## config.mk

```make
export PLATFORM = sky130hd
export DESIGN_NAME = mem_arbiter
export DESIGN_NICKNAME = d
export VERILOG_FILES = /design/src/rtl/arb_pkg.sv /design/src/rtl/arb_prio_sel.sv /design/src/rtl/mem_arbiter.sv
export SDC_FILE = /design/constraint.sdc
export NUM_CORES = 1
export LEC_CHECK = 0
export BUFFER_PORTS_ARGS = -buffer_cell sky130_fd_sc_hd__buf_2
export CORE_AREA = 5 5 105 107
export DETAILED_ROUTE_END_ITERATION = 7
export DIE_AREA = 0 0 110 112
export SETUP_SLACK_MARGIN = 0.02
export SLEW_MARGIN = 10
export SYNTH_ARGS = -nofsm -noshare
export SYNTH_HDL_FRONTEND = slang
export SYNTH_HIERARCHICAL = 1
export SYNTH_SLANG_ARGS = --single-unit
```

## constraint.sdc

```tcl
create_clock -name clk -period 5.7 [get_ports clk]
set_input_delay 1.71 -clock clk [delete_from_list [all_inputs] [get_ports clk]]
set_output_delay 1.71 -clock clk [all_outputs]
set_load 0.02 [all_outputs]
```

## src/rtl/arb_pkg.sv

```systemverilog
// Shared types and memory access-mode encodings for the unified-memory arbiter.
package arb_pkg;
  typedef enum logic [1:0] {IDLE = 2'd0, BUSY_I = 2'd1, BUSY_D = 2'd2} arb_state_t;
  typedef enum logic {OWN_I = 1'b0, OWN_D = 1'b1} owner_t;

  localparam logic [2:0] MODE_B  = 3'b000;
  localparam logic [2:0] MODE_H  = 3'b001;
  localparam logic [2:0] MODE_W  = 3'b010;
  localparam logic [2:0] MODE_BU = 3'b100;
  localparam logic [2:0] MODE_HU = 3'b101;
endpackage

```

## src/rtl/arb_prio_sel.sv

```systemverilog
// Picks one requester: data first, unless fetch has been starved long enough.
module arb_prio_sel (
  input  logic if_req,
  input  logic d_req,
  input  logic starve_full,
  output logic grant_i,
  output logic grant_d
);
  assign grant_d = d_req & (~if_req | ~starve_full);
  assign grant_i = if_req & (~d_req | starve_full);
endmodule

```

## src/rtl/mem_arbiter.sv

```systemverilog
// Single-outstanding arbiter sharing one memory port between fetch and load/store.
module mem_arbiter
  import arb_pkg::*;
#(
  parameter int ADDR_W   = 32,
  parameter int DATA_W   = 32,
  parameter int STARVE_N = 2,
  parameter int TIMEOUT  = 16
) (
  input  logic              clk,
  input  logic              rst,
  input  logic              if_req,
  input  logic [ADDR_W-1:0] if_addr,
  output logic              if_gnt,
  output logic              if_rvalid,
  output logic [DATA_W-1:0] if_rdata,
  input  logic              d_req,
  input  logic              d_we,
  input  logic [ADDR_W-1:0] d_addr,
  input  logic [DATA_W-1:0] d_wdata,
  input  logic [2:0]        d_mode,
  output logic              d_gnt,
  output logic              d_rvalid,
  output logic [DATA_W-1:0] d_rdata,
  output logic              mem_req,
  output logic              mem_we,
  output logic [ADDR_W-1:0] mem_addr,
  output logic [DATA_W-1:0] mem_wdata,
  output logic [2:0]        mem_mode,
  input  logic              mem_rvalid,
  input  logic [DATA_W-1:0] mem_rdata,
  output logic              err
);
  localparam int SW = $clog2(STARVE_N + 1);
  localparam int TW = $clog2(TIMEOUT + 1);

  arb_state_t    state_q, state_d;
  logic [SW-1:0] starve_q, starve_d;
  logic [TW-1:0] tmo_q, tmo_d;
  logic          we_q, we_d;
  logic          grant_i, grant_d, starve_full, tmo_hit;
  owner_t        owner;

  assign starve_full = (starve_q == SW'(STARVE_N));
  assign tmo_hit     = (tmo_q == TW'(TIMEOUT - 1));
  assign owner       = (state_q == BUSY_D) ? OWN_D : OWN_I;

  arb_prio_sel u_sel (
    .if_req     (if_req),
    .d_req      (d_req),
    .starve_full(starve_full),
    .grant_i    (grant_i),
    .grant_d    (grant_d)
  );

  always_comb begin
    state_d   = state_q;
    starve_d  = starve_q;
    tmo_d     = tmo_q;
    we_d      = we_q;
    if_gnt    = 1'b0;
    if_rvalid = 1'b0;
    if_rdata  = '0;
    d_gnt     = 1'b0;
    d_rvalid  = 1'b0;
    d_rdata   = '0;
    mem_req   = 1'b0;
    mem_we    = 1'b0;
    mem_addr  = '0;
    mem_wdata = '0;
    mem_mode  = '0;
    err       = 1'b0;
    // Everything is suppressed during reset so an in-flight access dies silently.
    if (!rst) begin
      case (state_q)
        IDLE: begin
          if (grant_i) begin
            if_gnt   = 1'b1;
            mem_req  = 1'b1;
            mem_addr = if_addr;
            mem_mode = MODE_W;
            state_d  = BUSY_I;
            tmo_d    = '0;
            we_d     = 1'b0;
            starve_d = '0;
          end else if (grant_d) begin
            d_gnt     = 1'b1;
            mem_req   = 1'b1;
            mem_we    = d_we;
            mem_addr  = d_addr;
            mem_wdata = d_wdata;
            mem_mode  = d_mode;
            state_d   = BUSY_D;
            tmo_d     = '0;
            we_d      = d_we;
            if (if_req && !starve_full) starve_d = starve_q + SW'(1);
          end
        end
        BUSY_I, BUSY_D: begin
          if (mem_rvalid || tmo_hit) begin
            // A response arriving on the timeout cycle still counts as success.
            err     = ~mem_rvalid;
            state_d = IDLE;
            if (owner == OWN_D) begin
              d_rvalid = 1'b1;
              d_rdata  = (mem_rvalid && !we_q) ? mem_rdata : '0;
            end else begin
              if_rvalid = 1'b1;
              if_rdata  = mem_rvalid ? mem_rdata : '0;
            end
          end else begin
            tmo_d = tmo_q + TW'(1);
          end
        end
        default: state_d = IDLE;
      endcase
    end
  end

  always_ff @(posedge clk) begin
    if (rst) begin
      state_q  <= IDLE;
      starve_q <= '0;
      tmo_q    <= '0;
      we_q     <= 1'b0;
    end else begin
      state_q  <= state_d;
      starve_q <= starve_d;
      tmo_q    <= tmo_d;
      we_q     <= we_d;
    end
  end
endmodule

```

==> results of run 1 <==
-- worst paths after layout --
check / to / slack, ns / startpoint / depth (start not counted)
max: mem_addr[6] / 0.59 / if_req / 6
min: we_q$_SDFFE_PP0N_ / 0.48 / we_q$_SDFFE_PP0N_ / 2
max reg2reg: tmo_q[3]$_SDFFE_PP0P_ / 3.71 / tmo_q[0]$_SDFFE_PP0P_ / 6
min reg2reg: we_q$_SDFFE_PP0N_ / 0.48 / we_q$_SDFFE_PP0N_ / 2
-- routing by layer --
metal	part of all wire, %	vias to the layer above
met5	0	-
met4	0.66	0
met3	10	8
met2	48	135
met1	41	1179
li1	-	1314
-- worst reg2reg max path: cells and delay by family, from the launching register on --
family	cells	cell delay [ns]
AOI/OAI and AO/OA	2	0.46
adders and majority gates	2	0.41
DFF	1	0.33
and+or+nand+nor	2	0.65
-- area by class of cell --
class / instances / area (µm²)
sequential: 10 / 200.2
clock buffer: 4 / 55.05
multi-input combinational: 191 / 1355
tap: 136 / 170.2
fill: 1124 / 6834
timing repair buffer: 279 / 1409
inverter: 6 / 22.52
-- state kept, by name, summed over array words and instances, names as in the netlist --
name / cells
starve_q: 2
state_q: 2
tmo_q: 5
we_q: 1
-- report_power, final --
part           leakage, nW  internal (W)  switching (W)
clock               0.0288     0.0000608      0.0000286
sequential          0.0813     0.0000742     0.00000267
combinational         1.87      0.000102       0.000137
-- cells in the mapped netlist, drive strengths merged, types with 3 or more instances --
library cell,number
a21oi,3
buf,5
or3b,3
nor3b,4
clkbuf,17
a22o,32
and2,99
inv,6
nor3,4
nand2b,8
dfxtp,10
ha,5
-- stage by stage --
stage	instance area, µm²	hold WS, ns	setup slack, ns
floorplan	1657	0.4370	0.8153
global placement	3157	0.4716	0.6300
detailed placement	3157	0.4774	0.6084
CTS	3212	0.4844	0.5965
global route	3212	0.5221	0.4756
finish	3212	0.4768	0.5945
-- kinds of logic (layout without fill, tap and decap cells) --
| family | count (synthesis) | in the layout | share of synthesized area, % |
|---|---|---|---|
| simple gates | 134 | 134 | 51.29 |
| buf+inv | 28 | 289 | 6.722 |
| flops | 10 | 10 | 12.08 |
| mux | 1 | 1 | 0.6797 |
| fa+ha+maj | 5 | 5 | 3.776 |
| compound gates | 51 | 51 | 25.45 |
==> flow_summary.ini, run 1 <==
[global_routing]
grt_max_degree = 69
antenna_found_initial = 0
grt_pass1_vias = 2672
grt-busiest-layer = met2
grt_pass1_wl_um = 13290
gr-usage-met2_pct = 23.75
gr-usage-all-layers_pct = 13.26
grt.met1_usage_pct = 15.81
use_met3_pct = 3.826
gr-total-overflow = 0

[cells_and_area]
nets = 633
areaGrowthSynthToFinish_pct = 93.88
final_util_pct = 31.97
diodes = 0
layout-drive-gt1-share_pct = 59.59
mostFrequentLayoutCells = buf_2, and2_1, a22o_1, dfxtp_1, nand2b_1
layout_commonest_cell = buf_2
stdcell_count = 626

[sta]
rsz0062_at_grt = no
finalSetupViolCount = 0
final.setup.tns_ns = 0
fin_crit_ns = 5.106
slew_headroom_pct = 62.69
finClkSkew_ns = 0.003721
fmax_ghz = 0.1959
slew_violations = 0
worst_pin_slew_ns = 0.5597
hold_viol_final = 0
period_share_pct = 89.57

[placement]
io_buffers = 274
dp.cells = 622
dp_hpwl_um = 8015
place_congestion = 0.9182

[routing]
routed_wirelength_um = 9220
drtPass1Iterations = 5
vias_per_cell = 4.211
routedWlPerCell_um = 14.73
drt.antenna.violating_nets = 0
drtIter0Drc = 73
vias = 2636
route.detailed.drc = 0

[power_and_ir_drop]
total_power_w = 0.0004055
leakage_nw = 1.984
peakVddDrop_uv = 84.44
power.density_nw_per_um2 = 126.3

[synthesis]
synth_edf_count = 0
async_flop_share_pct = 0
synth_cells = 229
synth_cell_type_count = 35
synth_nets = 371
ys_seq_area_share_pct = 12.08
syn-cell-area_um2 = 1657
netlist_top_cells_area = and2_1, a22o_1, dfxtp_1, clkbuf_1, ha_1
synthFlopType = dfxtp_1
synth_seq_cells = 10
synth_top_area_share_pct = 37.39
yosys_warnings = 6
post_synth.cell_area_avg_um2 = 7.234
synth_area_leader_cell = and2_1

[die]
die_area_um2 = 12320
die_h_um = 112
die_w_um = 110
coreArea_um2 = 10050
start_util_pct = 16.49
row_count = 37
io_pins = 275

[clock_tree]
post_cts_buffers = 0
clock_path_buffers = 2
cts_hold_buffers = 0
cts_resized = 0
root_buffer = clkbuf_8
cts.sinks = 10
worstSkewPairLatency_ns = 0.24
cts_max_level = 1
cts_inserted_buffers = 3
path_clk_slew_ns = 0.05
cts_tree = yes

[run]
cap_violations = 0

[setup_path]
crit_path_end_kind = output pin
crit_fanout = 68
cp.required_ns = 3.99
crit_path_frequent_cell = buf_2
slowest_delay_ns = 0.46
cp.arrival_ns = 3.40
crit_type = input port to output pin
crit_path_start_kind = input port
crit_family = buffers and inverters
cp_num_buf_inv = 3
slowest_stage = buf_4
crit_chain = buf_2, a21boi_1, and4bb_2, buf_4, a22o_1, buf_2

[outcome]
status = complete, no violations

[min_path]
hold_path.class = flop to flop
No activity file was read; power rests on OpenSTA's default activity.
==> inputs of run 2 (changes only) <==
GPL_TIMING_DRIVEN = 0   (was not set)
REMOVE_ABC_BUFFERS = 1   (was not set)
==> flow_summary.ini, run 2 (same netlist as run 1, synthesis figures left out) <==
[setup_path]
crit_path_frequent_cell = buf_2
crit_path_start_kind = input port
crit_chain = buf_2, a21boi_1, and3b_2, a22o_1, buf_2
slowest_delay_ns = 0.71
rr_startpoint = starve_q[0]$_SDFFE_PP0P_
crit_family = compound AO/OA/AOI/OAI gates
crit_type = input port to output pin
cp.required_ns = 3.99
worstSetupStartpoint = if_req
crit_fanout = 33
crit_path_end_kind = output pin
cp_num_buf_inv = 2
slowest_stage = and3b_2
cp.arrival_ns = 3.64

[placement]
dp.cells = 619
place_ws_ns = -0.01728
io_buffers = 274
dp_hpwl_um = 7630
place_congestion = 0.8863

[die]
coreArea_um2 = 10050
start_util_pct = 16.49
die_w_um = 110
row_count = 37
die_area_um2 = 12320
io_pins = 275
die_h_um = 112

[sta]
slew_headroom_pct = 51.66
fin_crit_ns = 5.353
fmax_ghz = 0.1868
period_share_pct = 93.91
finClkSkew_ns = 0.002183
slew_violations = 0
hold_viol_final = 0
worst_slack_ns = 0.3469
rsz0062_at_grt = no
finalSetupViolCount = 0
worst_pin_slew_ns = 0.7236

[routing]
vias_per_cell = 4.180
drtIter0Drc = 116
vias = 2604
route.detailed.drc = 0
drtPass1Iterations = 4
routedWlPerCell_um = 14.21
drt.antenna.violating_nets = 0
routed_wirelength_um = 8851

[cells_and_area]
layout-drive-gt1-share_pct = 59.47
top_register = tmo_q
stdcell_count = 623
mostFrequentLayoutCells = buf_2, and2_1, a22o_1, dfxtp_1, nand2b_1
layout_commonest_cell = buf_2
areaGrowthSynthToFinish_pct = 92.14
largest_register_ffs = 5
reg_top3 = tmo_q (5), starve_q (2), state_q (2)
nets = 630

[power_and_ir_drop]
power.density_nw_per_um2 = 121.1
peakVddDrop_uv = 129.3
total_power_w = 0.0003856
leakage_nw = 1.961

[clock_tree]
cts_inserted_buffers = 3
cts.sinks = 10
cts_tree = yes
cts_max_level = 1
root_buffer = clkbuf_8
clock_path_buffers = 2
cts_hold_buffers = 0
worstSkewPairLatency_ns = 0.23
path_clk_slew_ns = 0.04

[global_routing]
antenna_found_initial = 1
grt_pass1_vias = 2573
gr-usage-all-layers_pct = 12.77
grt_max_degree = 69
grt_pass1_wl_um = 12900
gr-total-overflow = 0

[outcome]
status = complete, no violations

[min_path]
hold_path.class = flop to flop
min_from = we_q$_SDFFE_PP0N_

[run]
cap_violations = 0
==> run 2: cell count changes in the layout (fill, tap and decap cells not counted), sizes merged <==
cell / previous run / this run
buf: 279 / 276
clkbuf: 4 / 3
diode: 0 / 1
==> run 2: path summary, 6_finish.rpt <==
check | slack, ns | endpoint | cells past startpoint
setup / recovery | 0.35 | mem_addr[26] | 5
hold / removal | 0.49 | we_q$_SDFFE_PP0N_ | 2
setup reg to reg | 3.74 | tmo_q[3]$_SDFFE_PP0P_ | 7
hold reg to reg | 0.49 | we_q$_SDFFE_PP0N_ | 2
==> run 2: per-layer routing <==
layer,vias up,part of all wire [%],GRT usage [%],routed length (µm)
met5,-,0,0,0
met4,0,0.86,2.743,76
met3,9,7.9,2.609,697
met2,104,49,21.84,4341
met1,1187,42,16.31,3736
li1,1304,-,-,-
==> run 2: repair_timing <==
action | 4_1_cts | 5_1_grt
pin swaps | 0 | 0
setup endpoints to repair | 4 | 2
resized for setup | 1 | 1
endpoints found under the hold margin | 0 | 0
buffers inserted | 0 | 0
==> run 2: per-stage QoR <==
step                      hold slack [ns]  utilization [%]  cell area [µm²]  TNS (ns)
after floorplan                    0.4310                -             1568         0
after global placement             0.4672            30.95             3109    -21.80
after detailed placement           0.4893            31.20             3134  -0.02927
final                              0.4884            31.69             3183         0
after CTS                          0.4969            31.62             3177         0
after global routing               0.5261            31.69             3183         0
==> run 2: layout make-up <==
class                      count  area, µm²
sequential                    10      200.2
antenna                        1      2.502
timing repair buffer         276       1386
fill                        1134       6863
tap                          136      170.2
multi-input combinational    191       1360
clock buffer                   3      41.29
inverter                       6      22.52
==> run 2: worst reg2reg max path: cells and delay by family (launching register included) <==
family	cells	cell delay [ns]
compound gates	3	1.05
flops	1	0.31
fa+ha+maj	1	0.18
simple gates	1	0.18
buf+inv	2	0.11
==> run 2: power breakdown <==
part / switching [W] / leakage (nW) / internal [W]
clock: 0.0000262 / 0.0216 / 0.0000461
combinational: 0.000136 / 1.86 / 0.000101
sequential: 0.00000245 / 0.0813 / 0.0000743
total: 0.000164 / 1.96 / 0.000221
